File: config.mk
export PLATFORM = sky130hd
export DESIGN_NAME = writeback_arbiter_flat
export DESIGN_NICKNAME = d
export VERILOG_FILES = /design/src/rtl/cpu_pkg.sv /design/src/rtl/writeback_arbiter_if.sv /design/src/rtl/wb_fifo.sv /design/src/rtl/writeback_arbiter.sv /design/src/flat_wrapper.sv
export SDC_FILE = /design/constraint.sdc
export NUM_CORES = 1
export LEC_CHECK = 0
export BUFFER_PORTS_ARGS = -buffer_cell sky130_fd_sc_hd__clkbuf_2
export CAP_MARGIN = 20
export CORE_ASPECT_RATIO = 0.6
export CORE_MARGIN = 3
export CORE_UTILIZATION = 35
export DETAILED_ROUTE_END_ITERATION = 8
export GPL_ROUTABILITY_DRIVEN = 0
export GPL_TIMING_DRIVEN = 0
export SLEW_MARGIN = 0
export SYNTH_ARGS = -nofsm -noshare
export SYNTH_HDL_FRONTEND = slang
export SYNTH_SLANG_ARGS = --single-unit
export TNS_END_PERCENT = 10
File: constraint.sdc
create_clock -name clk -period 11.2 [get_ports clk]
set_input_delay 1.68 -clock clk [delete_from_list [all_inputs] [get_ports clk]]
set_output_delay 1.68 -clock clk [all_outputs]
set_load 0.02 [all_outputs]
File: src/rtl/cpu_pkg.sv
// Shared CPU-side constants and the register-file writeback entry type.
package cpu_pkg;

  localparam int DATA_W     = 32;
  localparam int REG_ADDR_W = 4;
  localparam int NUM_REGS   = 16;

  typedef struct packed {
    logic [REG_ADDR_W-1:0] dest;
    logic [DATA_W-1:0]     data;
  } wb_entry_t;

endpackage

File: src/rtl/writeback_arbiter_if.sv
// Result producers (ALU, load unit), register-file write port and decode-stage forwarding query.
interface writeback_arbiter_if;
  import cpu_pkg::*;

  // Handshake: a producer holds *_valid with dest/data stable until the edge where
  // *_valid && *_ready are both high; that edge transfers exactly one result.
  logic                  alu_valid;
  logic                  alu_ready;
  logic [REG_ADDR_W-1:0] alu_dest;
  logic [DATA_W-1:0]     alu_data;
  logic                  mem_valid;
  logic                  mem_ready;
  logic [REG_ADDR_W-1:0] mem_dest;
  logic [DATA_W-1:0]     mem_data;
  logic                  regWR;
  logic [REG_ADDR_W-1:0] destRegister;
  logic [DATA_W-1:0]     writeData;
  logic [NUM_REGS-1:0]   pending;
  logic [REG_ADDR_W-1:0] fwd_reg;
  logic                  fwd_hit;
  logic [DATA_W-1:0]     fwd_data;

  modport slave (
    input  alu_valid, alu_dest, alu_data, mem_valid, mem_dest, mem_data, fwd_reg,
    output alu_ready, mem_ready, regWR, destRegister, writeData, pending, fwd_hit, fwd_data
  );

  modport master (
    output alu_valid, alu_dest, alu_data, mem_valid, mem_dest, mem_data, fwd_reg,
    input  alu_ready, mem_ready, regWR, destRegister, writeData, pending, fwd_hit, fwd_data
  );

endinterface

File: src/rtl/wb_fifo.sv
// Dual-push, single-pop circular buffer of writeback entries; storage is exposed
// so the owner can scan it for pending writes and forwarding.
module wb_fifo
  import cpu_pkg::*;
#(
  parameter  int DEPTH = 4,
  localparam int PTR_W = $clog2(DEPTH),
  localparam int CNT_W = $clog2(DEPTH + 1)
) (
  input  logic             clk,
  input  logic             rst,
  input  logic [1:0]       push_n_i,
  input  wb_entry_t        push_e0_i,
  input  wb_entry_t        push_e1_i,
  input  logic             pop_i,
  output wb_entry_t        entries_o [DEPTH],
  output logic [PTR_W-1:0] rd_ptr_o,
  output logic [CNT_W-1:0] count_o
);

  wb_entry_t        mem_q [DEPTH];
  logic [PTR_W-1:0] rd_ptr_q, wr_ptr_q;
  logic [CNT_W-1:0] count_q;

  // e0 is always the older of two same-edge pushes
  always_ff @(posedge clk) begin
    if (rst) begin
      rd_ptr_q <= '0;
      wr_ptr_q <= '0;
      count_q  <= '0;
    end else begin
      if (push_n_i != 2'd0) mem_q[wr_ptr_q] <= push_e0_i;
      if (push_n_i == 2'd2) mem_q[wr_ptr_q + PTR_W'(1)] <= push_e1_i;
      wr_ptr_q <= wr_ptr_q + PTR_W'(push_n_i);
      if (pop_i) rd_ptr_q <= rd_ptr_q + PTR_W'(1);
      count_q  <= count_q + CNT_W'(push_n_i) - CNT_W'(pop_i);
    end
  end

  assign entries_o = mem_q;
  assign rd_ptr_o  = rd_ptr_q;
  assign count_o   = count_q;

endmodule

File: src/rtl/writeback_arbiter.sv
// Merges ALU and load results into one ordered register-file write stream and
// provides a pending-write scoreboard plus a forwarding lookup for decode.
module writeback_arbiter
  import cpu_pkg::*;
#(
  parameter  int DEPTH = 4,
  localparam int PTR_W = $clog2(DEPTH),
  localparam int CNT_W = $clog2(DEPTH + 1)
) (
  input  logic               clk,
  input  logic               rst,
  writeback_arbiter_if.slave wb,
  output logic [CNT_W-1:0]   count_o
);

  wb_entry_t             entries [DEPTH];
  logic [PTR_W-1:0]      rd_ptr;
  logic [CNT_W-1:0]      count, free;
  logic                  mem_rdy, alu_rdy, mem_acc, alu_acc, pop;
  logic [1:0]            push_n;
  wb_entry_t             mem_e, alu_e, push_e0, head;
  logic                  regwr_q, regwr_d;
  logic [REG_ADDR_W-1:0] dest_q, dest_d;
  logic [DATA_W-1:0]     data_q, data_d;
  logic [NUM_REGS-1:0]   pending;
  logic                  fwd_hit;
  logic [DATA_W-1:0]     fwd_data;
  logic [PTR_W-1:0]      idx;

  // Readiness looks only at the pre-edge count; the load wins the last free slot.
  assign free    = CNT_W'(DEPTH) - count;
  assign mem_rdy = !rst && (free != '0);
  assign alu_rdy = !rst && ((free >= CNT_W'(2)) || ((free == CNT_W'(1)) && !wb.mem_valid));
  assign mem_acc = wb.mem_valid && mem_rdy;
  assign alu_acc = wb.alu_valid && alu_rdy;
  assign push_n  = {1'b0, mem_acc} + {1'b0, alu_acc};
  assign mem_e   = '{dest: wb.mem_dest, data: wb.mem_data};
  assign alu_e   = '{dest: wb.alu_dest, data: wb.alu_data};
  assign push_e0 = mem_acc ? mem_e : alu_e;
  assign pop     = (count != '0);
  assign head    = entries[rd_ptr];

  wb_fifo #(.DEPTH(DEPTH)) u_fifo (
    .clk       (clk),
    .rst       (rst),
    .push_n_i  (push_n),
    .push_e0_i (push_e0),
    .push_e1_i (alu_e),
    .pop_i     (pop),
    .entries_o (entries),
    .rd_ptr_o  (rd_ptr),
    .count_o   (count)
  );

  always_comb begin
    regwr_d = pop;
    dest_d  = dest_q;
    data_d  = data_q;
    if (pop) begin
      dest_d = head.dest;
      data_d = head.data;
    end
  end

  always_ff @(posedge clk) begin
    if (rst) begin
      regwr_q <= 1'b0;
      dest_q  <= '0;
      data_q  <= '0;
    end else begin
      regwr_q <= regwr_d;
      dest_q  <= dest_d;
      data_q  <= data_d;
    end
  end

  // Scan oldest to youngest so the youngest matching entry overrides the output stage.
  always_comb begin
    pending  = '0;
    fwd_hit  = 1'b0;
    fwd_data = '0;
    idx      = '0;
    if (regwr_q) begin
      pending[dest_q] = 1'b1;
      if (dest_q == wb.fwd_reg) begin
        fwd_hit  = 1'b1;
        fwd_data = data_q;
      end
    end
    for (int i = 0; i < DEPTH; i++) begin
      idx = rd_ptr + PTR_W'(i);
      if (CNT_W'(i) < count) begin
        pending[entries[idx].dest] = 1'b1;
        if (entries[idx].dest == wb.fwd_reg) begin
          fwd_hit  = 1'b1;
          fwd_data = entries[idx].data;
        end
      end
    end
  end

  assign wb.mem_ready    = mem_rdy;
  assign wb.alu_ready    = alu_rdy;
  assign wb.regWR        = regwr_q;
  assign wb.destRegister = dest_q;
  assign wb.writeData    = data_q;
  assign wb.pending      = pending;
  assign wb.fwd_hit      = fwd_hit;
  assign wb.fwd_data     = fwd_data;
  assign count_o         = count;

endmodule
File: src/flat_wrapper.sv
// flat-port wrapper written by rule: the top's interface ports become plain ports
module writeback_arbiter_flat import cpu_pkg::*;
#(
  parameter  int DEPTH = 4,
  localparam int PTR_W = $clog2(DEPTH),
  localparam int CNT_W = $clog2(DEPTH + 1)
)
  (clk, rst, count_o, wb_alu_valid, wb_alu_dest, wb_alu_data, wb_mem_valid, wb_mem_dest, wb_mem_data, wb_fwd_reg, wb_alu_ready, wb_mem_ready, wb_regWR, wb_destRegister, wb_writeData, wb_pending, wb_fwd_hit, wb_fwd_data);
  writeback_arbiter_if wb_i ();
  input  logic clk;
  input  logic rst;
  output logic [CNT_W-1:0] count_o;
  input wire logic [$bits(wb_i.alu_valid)-1:0] wb_alu_valid;
  input wire logic [$bits(wb_i.alu_dest)-1:0] wb_alu_dest;
  input wire logic [$bits(wb_i.alu_data)-1:0] wb_alu_data;
  input wire logic [$bits(wb_i.mem_valid)-1:0] wb_mem_valid;
  input wire logic [$bits(wb_i.mem_dest)-1:0] wb_mem_dest;
  input wire logic [$bits(wb_i.mem_data)-1:0] wb_mem_data;
  input wire logic [$bits(wb_i.fwd_reg)-1:0] wb_fwd_reg;
  output wire logic [$bits(wb_i.alu_ready)-1:0] wb_alu_ready;
  output wire logic [$bits(wb_i.mem_ready)-1:0] wb_mem_ready;
  output wire logic [$bits(wb_i.regWR)-1:0] wb_regWR;
  output wire logic [$bits(wb_i.destRegister)-1:0] wb_destRegister;
  output wire logic [$bits(wb_i.writeData)-1:0] wb_writeData;
  output wire logic [$bits(wb_i.pending)-1:0] wb_pending;
  output wire logic [$bits(wb_i.fwd_hit)-1:0] wb_fwd_hit;
  output wire logic [$bits(wb_i.fwd_data)-1:0] wb_fwd_data;
  assign wb_i.alu_valid = wb_alu_valid;
  assign wb_i.alu_dest = wb_alu_dest;
  assign wb_i.alu_data = wb_alu_data;
  assign wb_i.mem_valid = wb_mem_valid;
  assign wb_i.mem_dest = wb_mem_dest;
  assign wb_i.mem_data = wb_mem_data;
  assign wb_i.fwd_reg = wb_fwd_reg;
  assign wb_alu_ready = wb_i.alu_ready;
  assign wb_mem_ready = wb_i.mem_ready;
  assign wb_regWR = wb_i.regWR;
  assign wb_destRegister = wb_i.destRegister;
  assign wb_writeData = wb_i.writeData;
  assign wb_pending = wb_i.pending;
  assign wb_fwd_hit = wb_i.fwd_hit;
  assign wb_fwd_data = wb_i.fwd_data;
  writeback_arbiter #(.DEPTH(DEPTH)) u_core (.clk(clk), .rst(rst), .wb(wb_i), .count_o(count_o));
endmodule
==> key figures <==
Floorplanning
  • Die X: approximately 260 microns
  • Io pins: ~170
  • Core Region: between 0.03 and 0.04 sq mm
  • Area of the die: ~0.042 sq mm
  • Die height: around 160 microns
  • Initial core utilization: between 30% and 40%
  • Num rows: 55

Detailed routing
  • DR DRC count: 0
  • Final wirelength: between 50000 and 60000 microns
  • Post-route ant nets: 0
  • Wire length per cell: ~25 microns
  • DRT Pass-1 Iters: 6
  • Starting DRT DRC Count: around 2.3k
  • Vias: between 10k and 15k
  • Vias/cell: about 6.3

Finish
  • Fraction of layout cells with a size suffix above 1: about 17%
  • Most frequent cells in the layout: nor2_1 (268), a21oi_1 (214), clkbuf_2 (166)
  • NumNets Final: ~1.9k
  • Final Core Density: between 40% and 50%
  • Synth-to-Final Area Change: 15.0%
  • Ant diodes: 0
  • Finished Layout Cells: 2316
  • Most common library cell in the layout ignoring fill and taps: nor2_1
  • Layout fillers: a little under 4k

Clock tree
  • Htree depth: 4
  • Post-CTS setup buffers: 0
  • CTS root buffer: clkbuf_16
  • Clk slew on worst S/H paths: around 0.07 ns
  • CTS Buf Count: 17
  • PostCTS Resize Cnt: 0
  • Clock sink count: 188
  • CTS tree: yes
  • Max clock buf depth: 2
  • Cts hold-fix bufs: 0
  • Clk_lat worst skew: between 0.4 and 0.5 ns

Critical path
  • Startpoint Class: primary input
  • FF-to-FF Start: u_core.u_fifo.count_o[1]
  • Crit. Startpoint: wb_fwd_reg[2]
  • CP Class: primary input to output pin
  • Required time worst endpoint: ~9.5 ns
  • Setup crit end kind: output pin
  • Worst path arrival time: between 4 and 5 ns
  • Crit-path max FO: 10

Worst hold path
  • Hold Crit Class: flip-flop to flip-flop
  • Hold Crit Start: u_core.wb.writeData[9]

STA
  • Max Freq: roughly 0.16 GHz
  • Final Cycle Share: 56.2%
  • Final-report setup violation count: 0
  • Unrepaired setup endpoints after global routing: false
  • Fin Hold WS: around 0.54 ns
  • Relative slew slack: about a quarter
  • Worst clock skew: about 0.0073 ns
  • Least-Margin Pin Slew: between 1 and 1.5 ns
  • Endpoints failing hold: 0
  • Final Slew Violations: 0
  • Final min period: between 6 and 7 ns
  • Setup TNS: 0 ns

Yosys
  • Async SR Flop Fraction: 0%
  • Synth Area in Simple Gates: between 10% and 20%
  • Yosys cell types: 52
  • Synthesized flop and latch total: between 150 and 200
  • Syn. warnings: 0
  • Area contributors post-synth: edfxtp_1 (31%), mux2i_1 (9.6%), a21oi_1 (7.7%)
  • Post-synth EDFFs: 144
  • Largest family of logic cells by synthesized area: compound AO/OA/AOI/OAI gates
  • Post-Synth XOR/XNOR Area: about 1.3%
  • Adder-cell share of the synthesized area: approximately 1.2%
  • Mux cell area share after synthesis: between 10% and 20%
  • Mapped Cells: 1602
  • Cell area after synthesis: between 0.01 and 0.015 sq mm
  • Post-synth top area share: 31.0%
  • Post-synth top area cell: edfxtp_1
  • Syn_area_per_cell: about 8.7 sq um
  • Synth Flop Type: edfxtp_1
  • Post-synthesis sequential area ratio: around 37%
  • Post-synthesis compound-gate area fraction: 24.1%
  • Syn Nets: 1695

Global routing
  • Gr usage total: roughly 26%
  • First-pass GRT wire length: 85600 microns
  • Number of global-route vias before repair: approximately 14k
  • Total congestion overflow: 0
  • Antenna violations before repair: 2
  • Largest net degree at the start of global routing: 87

Job
  • Max-Cap Viols: 0

Place
  • Cells after DPL: about 2.3k
  • Port bufs: 166
  • DP HPWL: between 40000 and 50000 microns

Run status
  • Status: completed

Pwr
  • Static leakage: 5.83 nW
  • PwrDens: approximately 290 mW/mm^2
  • Peak VDD IR: between 0.15 and 0.2 mV
## Yosys cell counts (3+ instances only)
library cell    n
nor2_1        268
a21oi_1       214
o22ai_1       145
edfxtp_1      144
mux2i_1       134
clkbuf_1      109
mux2_2         68
nand2_1        66
o21ai_0        60
dfxtp_1        44
nand2b_1       35
a31oi_1        33
o221ai_1       32
o31ai_1        32
a22oi_1        23
buf_1          18
inv_1          18
mux4_2         16
nand3_1        15
xnor2_1        15
buf_2          13
ha_1           12
nor2b_1        12
nor3_1         10
o21ai_1        10
buf_6           6
and2_1          5
a21boi_1        4
nor3b_1         4
xor2_1          4
a32oi_1         3
and3_1          3
buf_4           3
nand3b_1        3
## routing by layer
layer	vias to the layer above	track usage, %	part of all wire [%]
met5	-	0	0.039
met4	4	6.76	2.1
met3	80	7.17	12
met2	1046	37.2	42
met1	7124	38.1	44
li1	6418	-	-
## report_power, final
group          internal [mW]  leakage (nW)  switching (mW)
clock network          0.327         0.278           0.294
logic                   1.02          3.79            1.82
registers               1.00          1.76           0.198
total                   2.35          5.83            2.31
## flip-flops by register name, indices dropped and copies added (netlist names)
register	count
u_core.u_fifo.rd_ptr_o	2
u_core.u_fifo.count_o	3
u_core.wb.writeData	32
u_core.wb.destRegister	4
u_core.u_fifo.entries_o	144
u_core.wb.regWR	1
u_core.u_fifo.wr_ptr_q	2
## worst max-delay path, cell delays in order
cell and delay [ns]:
buf_1 0.34, nand2b_1 0.17, mux2i_1 0.07, and4_1 0.14
buf_2 0.19, a21oi_1 0.60, clkbuf_1 0.54, o21ai_0 0.28
o221ai_1 0.36, clkbuf_2 0.24
## area by class of cell
cell class	instances	area, sq um	share of cell area (%)
multi-input cells	1246	8030	50.1
clock buffers	19	433	2.70
inverters	19	76.3	0.476
repair buffers	170	885	5.52
well taps	513	642	4.00
flip-flops and latches	188	5200	32.5
plain buffers	149	632	3.94
clock inverters	12	124	0.773
## path summary, 6_finish.rpt
check,cells after the start,end,slack (ns)
setup / recovery,10,wb_fwd_data[30],4.91
hold / removal,2,u_core.wb.writeData[9],0.54
setup reg to reg,14,u_core.u_fifo.entries_o[106],6.38
hold reg to reg,2,u_core.wb.writeData[9],0.54
## kinds of logic (layout without fill, tap and decap cells)
| family | after synthesis | after routing |
|---|---|---|
| AND/OR/NAND/NOR | 430 | 430 |
| adder cells (fa/ha/maj) | 13 | 13 |
| XOR/XNOR | 20 | 20 |
| flip-flops | 188 | 188 |
| buffers and inverters | 168 | 369 |
| multiplexers | 218 | 218 |
| AO/OA/AOI/OAI | 565 | 565 |
## through the flow
step | worst slack (ns) | power (mW) | area [sq um]
after floorplan | 5.84 | 3.06 | 13900
after global placement | 3.90 | 3.88 | 15400
after detailed placement | 5.04 | 3.95 | 15500
after CTS | 5.03 | 4.56 | 16000
after global routing | 4.84 | 4.89 | 16000
final | 4.91 | 4.66 | 16000
Note: power is estimated with default switching activity, not from simulation.
